### src/rtl/check_move.sv
// Connect-4 move-legality checker: validates a column drop request against
// the per-column fill counts and reports landing row, full flags and draw.
module check_move #(
    parameter int unsigned ROWS  = 6,
    parameter int unsigned CAP_W = 3
) (
    input  logic             clk,
    input  logic             rst,
    input  logic             move_req,
    input  logic [2:0]       sel_col,
    input  logic [CAP_W-1:0] col0_cap,
    input  logic [CAP_W-1:0] col1_cap,
    input  logic [CAP_W-1:0] col2_cap,
    input  logic [CAP_W-1:0] col3_cap,
    input  logic [CAP_W-1:0] col4_cap,
    input  logic [CAP_W-1:0] col5_cap,
    input  logic [CAP_W-1:0] col6_cap,
    output logic             valid_move,
    output logic             invalid_move,
    output logic [CAP_W-1:0] target_row,
    output logic             bad_col,
    output logic [6:0]       col_full,
    output logic             board_full
);

    // One extra bit so ROWS == 2**CAP_W still compares correctly.
    localparam logic [CAP_W:0] ROWS_W = ROWS[CAP_W:0];

    logic [CAP_W-1:0] caps [7];
    logic [6:0]       full_next;
    logic [CAP_W-1:0] sel_cap;
    logic             sel_full;

    always_comb begin
        caps[0] = col0_cap;
        caps[1] = col1_cap;
        caps[2] = col2_cap;
        caps[3] = col3_cap;
        caps[4] = col4_cap;
        caps[5] = col5_cap;
        caps[6] = col6_cap;
        full_next = '0;
        for (int unsigned i = 0; i < 7; i++) begin
            full_next[i] = ({1'b0, caps[i]} >= ROWS_W);
        end
    end

    always_comb begin
        sel_cap  = '0;
        sel_full = 1'b0;
        case (sel_col)
            3'd0: begin sel_cap = col0_cap; sel_full = full_next[0]; end
            3'd1: begin sel_cap = col1_cap; sel_full = full_next[1]; end
            3'd2: begin sel_cap = col2_cap; sel_full = full_next[2]; end
            3'd3: begin sel_cap = col3_cap; sel_full = full_next[3]; end
            3'd4: begin sel_cap = col4_cap; sel_full = full_next[4]; end
            3'd5: begin sel_cap = col5_cap; sel_full = full_next[5]; end
            3'd6: begin sel_cap = col6_cap; sel_full = full_next[6]; end
            default: begin sel_cap = '0; sel_full = 1'b0; end
        endcase
    end

    always_ff @(posedge clk or negedge rst) begin
        if (!rst) begin
            valid_move   <= 1'b0;
            invalid_move <= 1'b0;
            target_row   <= '0;
            bad_col      <= 1'b0;
            col_full     <= '0;
            board_full   <= 1'b0;
        end else begin
            col_full   <= full_next;
            board_full <= &full_next;
            if (move_req) begin
                if (sel_col == 3'd7) begin
                    valid_move   <= 1'b0;
                    invalid_move <= 1'b1;
                    bad_col      <= 1'b1;
                end else if (sel_full) begin
                    valid_move   <= 1'b0;
                    invalid_move <= 1'b1;
                    bad_col      <= 1'b0;
                end else begin
                    valid_move   <= 1'b1;
                    invalid_move <= 1'b0;
                    bad_col      <= 1'b0;
                    target_row   <= sel_cap;
                end
            end else begin
                valid_move   <= 1'b0;
                invalid_move <= 1'b0;
            end
        end
    end

endmodule

### config.mk
export PLATFORM = sky130hd
export DESIGN_NAME = check_move
export DESIGN_NICKNAME = d
export VERILOG_FILES = /design/src/rtl/check_move.sv
export SDC_FILE = /design/constraint.sdc
export NUM_CORES = 1
export LEC_CHECK = 0
export CAP_MARGIN = 25
export CORE_MARGIN = 2
export CORE_UTILIZATION = 33
export DETAILED_ROUTE_END_ITERATION = 8
export GPL_TIMING_DRIVEN = 0
export PLACE_DENSITY_LB_ADDON = 0.2
export SYNTH_ARGS = -nofsm -noshare
export SYNTH_HDL_FRONTEND = slang
export SYNTH_SLANG_ARGS = --single-unit
### constraint.sdc
create_clock -name clk -period 0.9 [get_ports clk]
set_clock_uncertainty 0.2 [all_clocks]
set_input_delay 0.09 -clock clk [delete_from_list [all_inputs] [get_ports clk]]
set_output_delay 0.09 -clock clk [all_outputs]
set_load 0.01 [all_outputs]
Yosys cells after proc, flatten, opt, wreduce, memory -nomap -nowiden

Cells that the tools add are included.

Register bits after elaboration: 14
Bits of input ports: 27
Word-level logic and storage cells: 34

$lt $le $gt $ge: 7
Eq/ne operators: 7
Mux-type cells: 9
Bitwise operators: 2
Reductions and logical operators: 3

Operator list:

| kind                                           | number |
|---|---|
| >= comparator 3 bit (second input constant)    | 7 |
| one-hot mux 3 bit (7 select lines)             | 1 |
| == test 3 bit (second input constant)          | 4 |
| 2-to-1 mux 1 bit                               | 7 |
| one-hot mux 1 bit (7 select lines)             | 1 |
| AND reduction 7 bit                            | 1 |
| == test 3 x 2 -> 1 bit (second input constant) | 2 |
| == test 3 x 1 -> 1 bit (second input constant) | 1 |
| zero test 3 bit                                | 1 |
| AND reduction 3 bit                            | 1 |
| NOT 1 bit                                      | 2 |

Logic depth before layout (Yosys ltp)

Gate-level depths: netlist of run 1.

Word-level depth: 5
Mapped depth: 6
Gate-level depth less buffers: 5

Worst setup path before layout of run 1

OpenSTA, ideal clock, no wires.

Path type: input to register
Start point: input col4_cap[1]
End point: register target_row[0]
Data arrival time: 1275 ps
Required time: 575 ps
Slack: -700 ps
Stages on the path: 5
Path through: and2_1 mux4_2 mux2i_1 nand2_2 mux2_4

Cells in the longest elaborated chain, start to end: 4

RTL lines:

| item                                 | line | RTL |
|---|---|---|
| start: declaration                   | 15   | `input logic [CAP_W-1:0] col4_cap,` |
| >= comparator 3 bit                  | 44   | `full_next[i] = ({1'b0, caps[i]} >= ROWS_W);` |
| one-hot mux 1 bit (7 select lines)   | 51   | `case (sel_col)` |
| NOT 1 bit (no source line)           | --   |  |
| AND reduction 3 bit (no source line) | --   |  |
| end signal: assignment               | 87   | `target_row <= sel_cap;` |
| end: declaration                     | 20   | `output logic [CAP_W-1:0] target_row,` |

No other way between the ends.
A chain may end at the register's enable or synchronous reset.

Final worst setup path of run 1

Start point: input col6_cap[1]
End point: register target_row[0]

Cells in the longest elaborated chain, start to end: 4

RTL lines:

| item                                 | line | RTL |
|---|---|---|
| start: declaration                   | 17   | `input logic [CAP_W-1:0] col6_cap,` |
| >= comparator 3 bit                  | 44   |  |
| net full_next[6]                     | 30   | `logic [6:0] full_next;` |
| one-hot mux 1 bit (7 select lines)   | 51   |  |
| NOT 1 bit (no source line)           | --   |  |
| AND reduction 3 bit (no source line) | --   |  |

The timed path passes the listed nets, and every way through them passes these cells.

==> flow_summary.ini, run 1 <==
[timing]
fin_ws_ns = -0.594
finalCritPeriodShare_pct = 166
rsz0062_at_grt = true
setup_violations = 19
relSlewSlack_pct = 58.6
tightestPinTransition_ns = 0.619
final_hold_viol_count = 20
tns_ns = -5.03
whs_ns = -0.398
min_period_ns = 1.49
fmax_ghz = 0.670
drv_slew = 0

[clock_network]
cts_sinks = 14
cts_buffers = 3
insertion_delay_ns = 0.28
h-tree-depth = 1
clockBufferDepth = 2
cts_tree = done
clkTransAtPathRegs_ns = 0.08
cts-root-buf = clkbuf_4

[worst_setup_path]
critPathMaxStageDelay_ns = 0.47
critPathKind = input port to register
cp-start-kind = input port
end_kind = register
path_cells = buf_6 > and2_4 > mux4_2 > mux2i_2 > nand2_2 > mux2_4
rr_worst_depth = 2
startpoint = col6_cap[1]
required_ns = 0.87
slowest_stage = mux4_2
crit_fanout = 4
cp_data_arrival_time_ns = 1.46
timing.rr.start = target_row[2]

[yosys]
syn-num-nets = 88
async_flop_share_pct = 100
ys_types = 23
syn-instance-count = 61
synth_top_area_share_pct = 47.8
yosysMostFrequentCell = dfrtp_1
synth_seq_area_share_pct = 47.8
avgSynthCellArea_um2 = 12.0
syn-cell-area_um2 = 733
yosysWarnings = 0
synth_top_area_cell = dfrtp_1
ys_top_cells_by_area = dfrtp_1 (48%), mux4_2 (9.2%), mux2_4 (6.1%)
synth_edf_count = 0
ys.flop_type = dfrtp_1
synth-seq-cells = 14
synth_common_cells = dfrtp_1 (14), a21oi_1 (6), nor2_1 (6)

[power]
p_per_area_nw_per_um2 = 1340
power.total_mw = 1.69
peakVddDrop_uv = 704
power.leakage_nw = 0.662

[global_route]
grt_overflow = 0
grt_pass1_wl_mm = 2.88
grt_antenna_before_repair = 0
grt.total_usage_pct = 15.4
grt_pass1_vias = 657
grt_max_degree = 15

[route]
drc = 0
vias = 688
drtIter0Drc = 1
wl_met2_um = 873
dr_wl_met3_um = 156
top_layer = met4
wl_met1_um = 760
wl_mm = 1.80
drt_pass1_iterations = 2
wl_per_cell_um = 12.3
ant_nets = 0
vias_per_cell = 4.68

[final_layout]
nNetsFinal = 147
fillers = 184
syn_to_final_growth_pct = 71.8
drive_gt1_share_pct = 57.1
insertedDiodeCount = 0
utilization_pct = 58.6

[floorplanning]
die_w_um = 51.1
rows = 17
design.portCount = 41
start_util_pct = 34.1
dieArea_um2 = 2610
die_y_um = 51.1
core_um2 = 2150

[outcome]
status = complete, but fails checks
violations = negative hold slack, negative setup slack

[place]
gp_congestion = 0.824
io_buffers = 39
dpl.hpwl_mm = 1.29

[min_path]
min_path_type = input port to asynchronous set/reset pin

[run]
max-cap-violations = 0
-- sequential cells by signal, summed over array words and instances (netlist names) --
name and cells:
col_full 7, target_row 3, bad_col 1, board_full 1, invalid_move 1, valid_move 1
-- layer usage --
metal  GRT usage [%]  vias up
li1                -      335
met1            19.9      323
met2            23.2       28
met3            3.22        2
met4            9.91        0
met5               0        -
-- logic make-up after synthesis --
logic type | count (synthesis) | synth area share (%)
AND/OR/NAND/NOR | 20 | 16.0
flip-flops | 14 | 47.8
multiplexers | 11 | 24.4
AO/OA/AOI/OAI | 9 | 7.00
buffers and inverters | 7 | 4.78
-- worst max-delay path, delay by kind of cell --
kind                   cells  cell delay [ns]
buffers and inverters      1             0.09
multiplexers               3             0.99
AND/OR/NAND/NOR            2             0.28
-- metrics by stage --
step / hold slack [ns] / std cells / setup slack, ns / instance area (um^2)
4_1_cts: -0.0798 / 143 / -0.571 / 1210
3_5_place_dp: 0.243 / 128 / -1.33 / 1160
3_3_place_gp: 0.231 / 128 / -1.30 / 1160
6_report: -0.398 / 147 / -0.594 / 1260
2_1_floorplan: -0.406 / 61 / -0.693 / 738
5_1_grt: -0.350 / 147 / -0.650 / 1260
-- placed cells by master (no fill, tap or decap), types with 4 or more instances in the layout --
cell and count:
a21oi_1 6, and2_4 4, buf_2 19, buf_4 13
buf_6 9, clkdlybuf4s50_1 8, dfrtp_1 14, dlygate4sd2_1 4
nor2_1 6
-- worst paths after layout --
| check | slack [ns] | endpoint |
|---|---|---|
| worst max-delay path | -0.59 | target_row[0] |
| worst min-delay path | -0.40 | col_full[6] |
| worst max register to register | -0.17 | target_row[2] |
| worst min register to register | 0.32 | target_row[0] |
| max in group asynchronous | 0.50 | valid_move |
| min in group clk | -0.11 | col_full[1] |
-- power breakdown --
group	switching [mW]	total (mW)	internal, mW	leakage (nW)
registers	0.0221	0.710	0.688	0.179
logic	0.200	0.526	0.325	0.462
clock network	0.206	0.452	0.246	0.0210
-- timing repair --
action,CTS,global route
endpoints found under the hold margin,6,20
setup endpoints to repair,21,35
buffers inserted,11,4
gates resized for setup,113,10
pin swaps,8,3
-- area by class of cell --
class                           instances  area [um^2]  share of cell area (%)
Inverter                                4         15.0                    1.19
Timing Repair Buffer                   54          414                    32.9
Tap cell                               28         35.0                    2.78
Clock buffer                            4         36.3                    2.88
Multi-Input combinational cell         40          382                    30.3
Sequential cell                        14          350                    27.8
Buffer                                  3         27.5                    2.18
Power figures use the tool's default switching activity.
==> inputs of run 2 (changes only) <==
--- a/config.mk
+++ b/config.mk
@@ -5,7 +5,6 @@
 export SDC_FILE = /design/constraint.sdc
 export NUM_CORES = 1
 export LEC_CHECK = 0
-export CAP_MARGIN = 25
 export CORE_MARGIN = 2
 export CORE_UTILIZATION = 33
 export DETAILED_ROUTE_END_ITERATION = 8
==> results of run 2 <==
No change in the layout: final DEF, timing and power equal those of run 1.
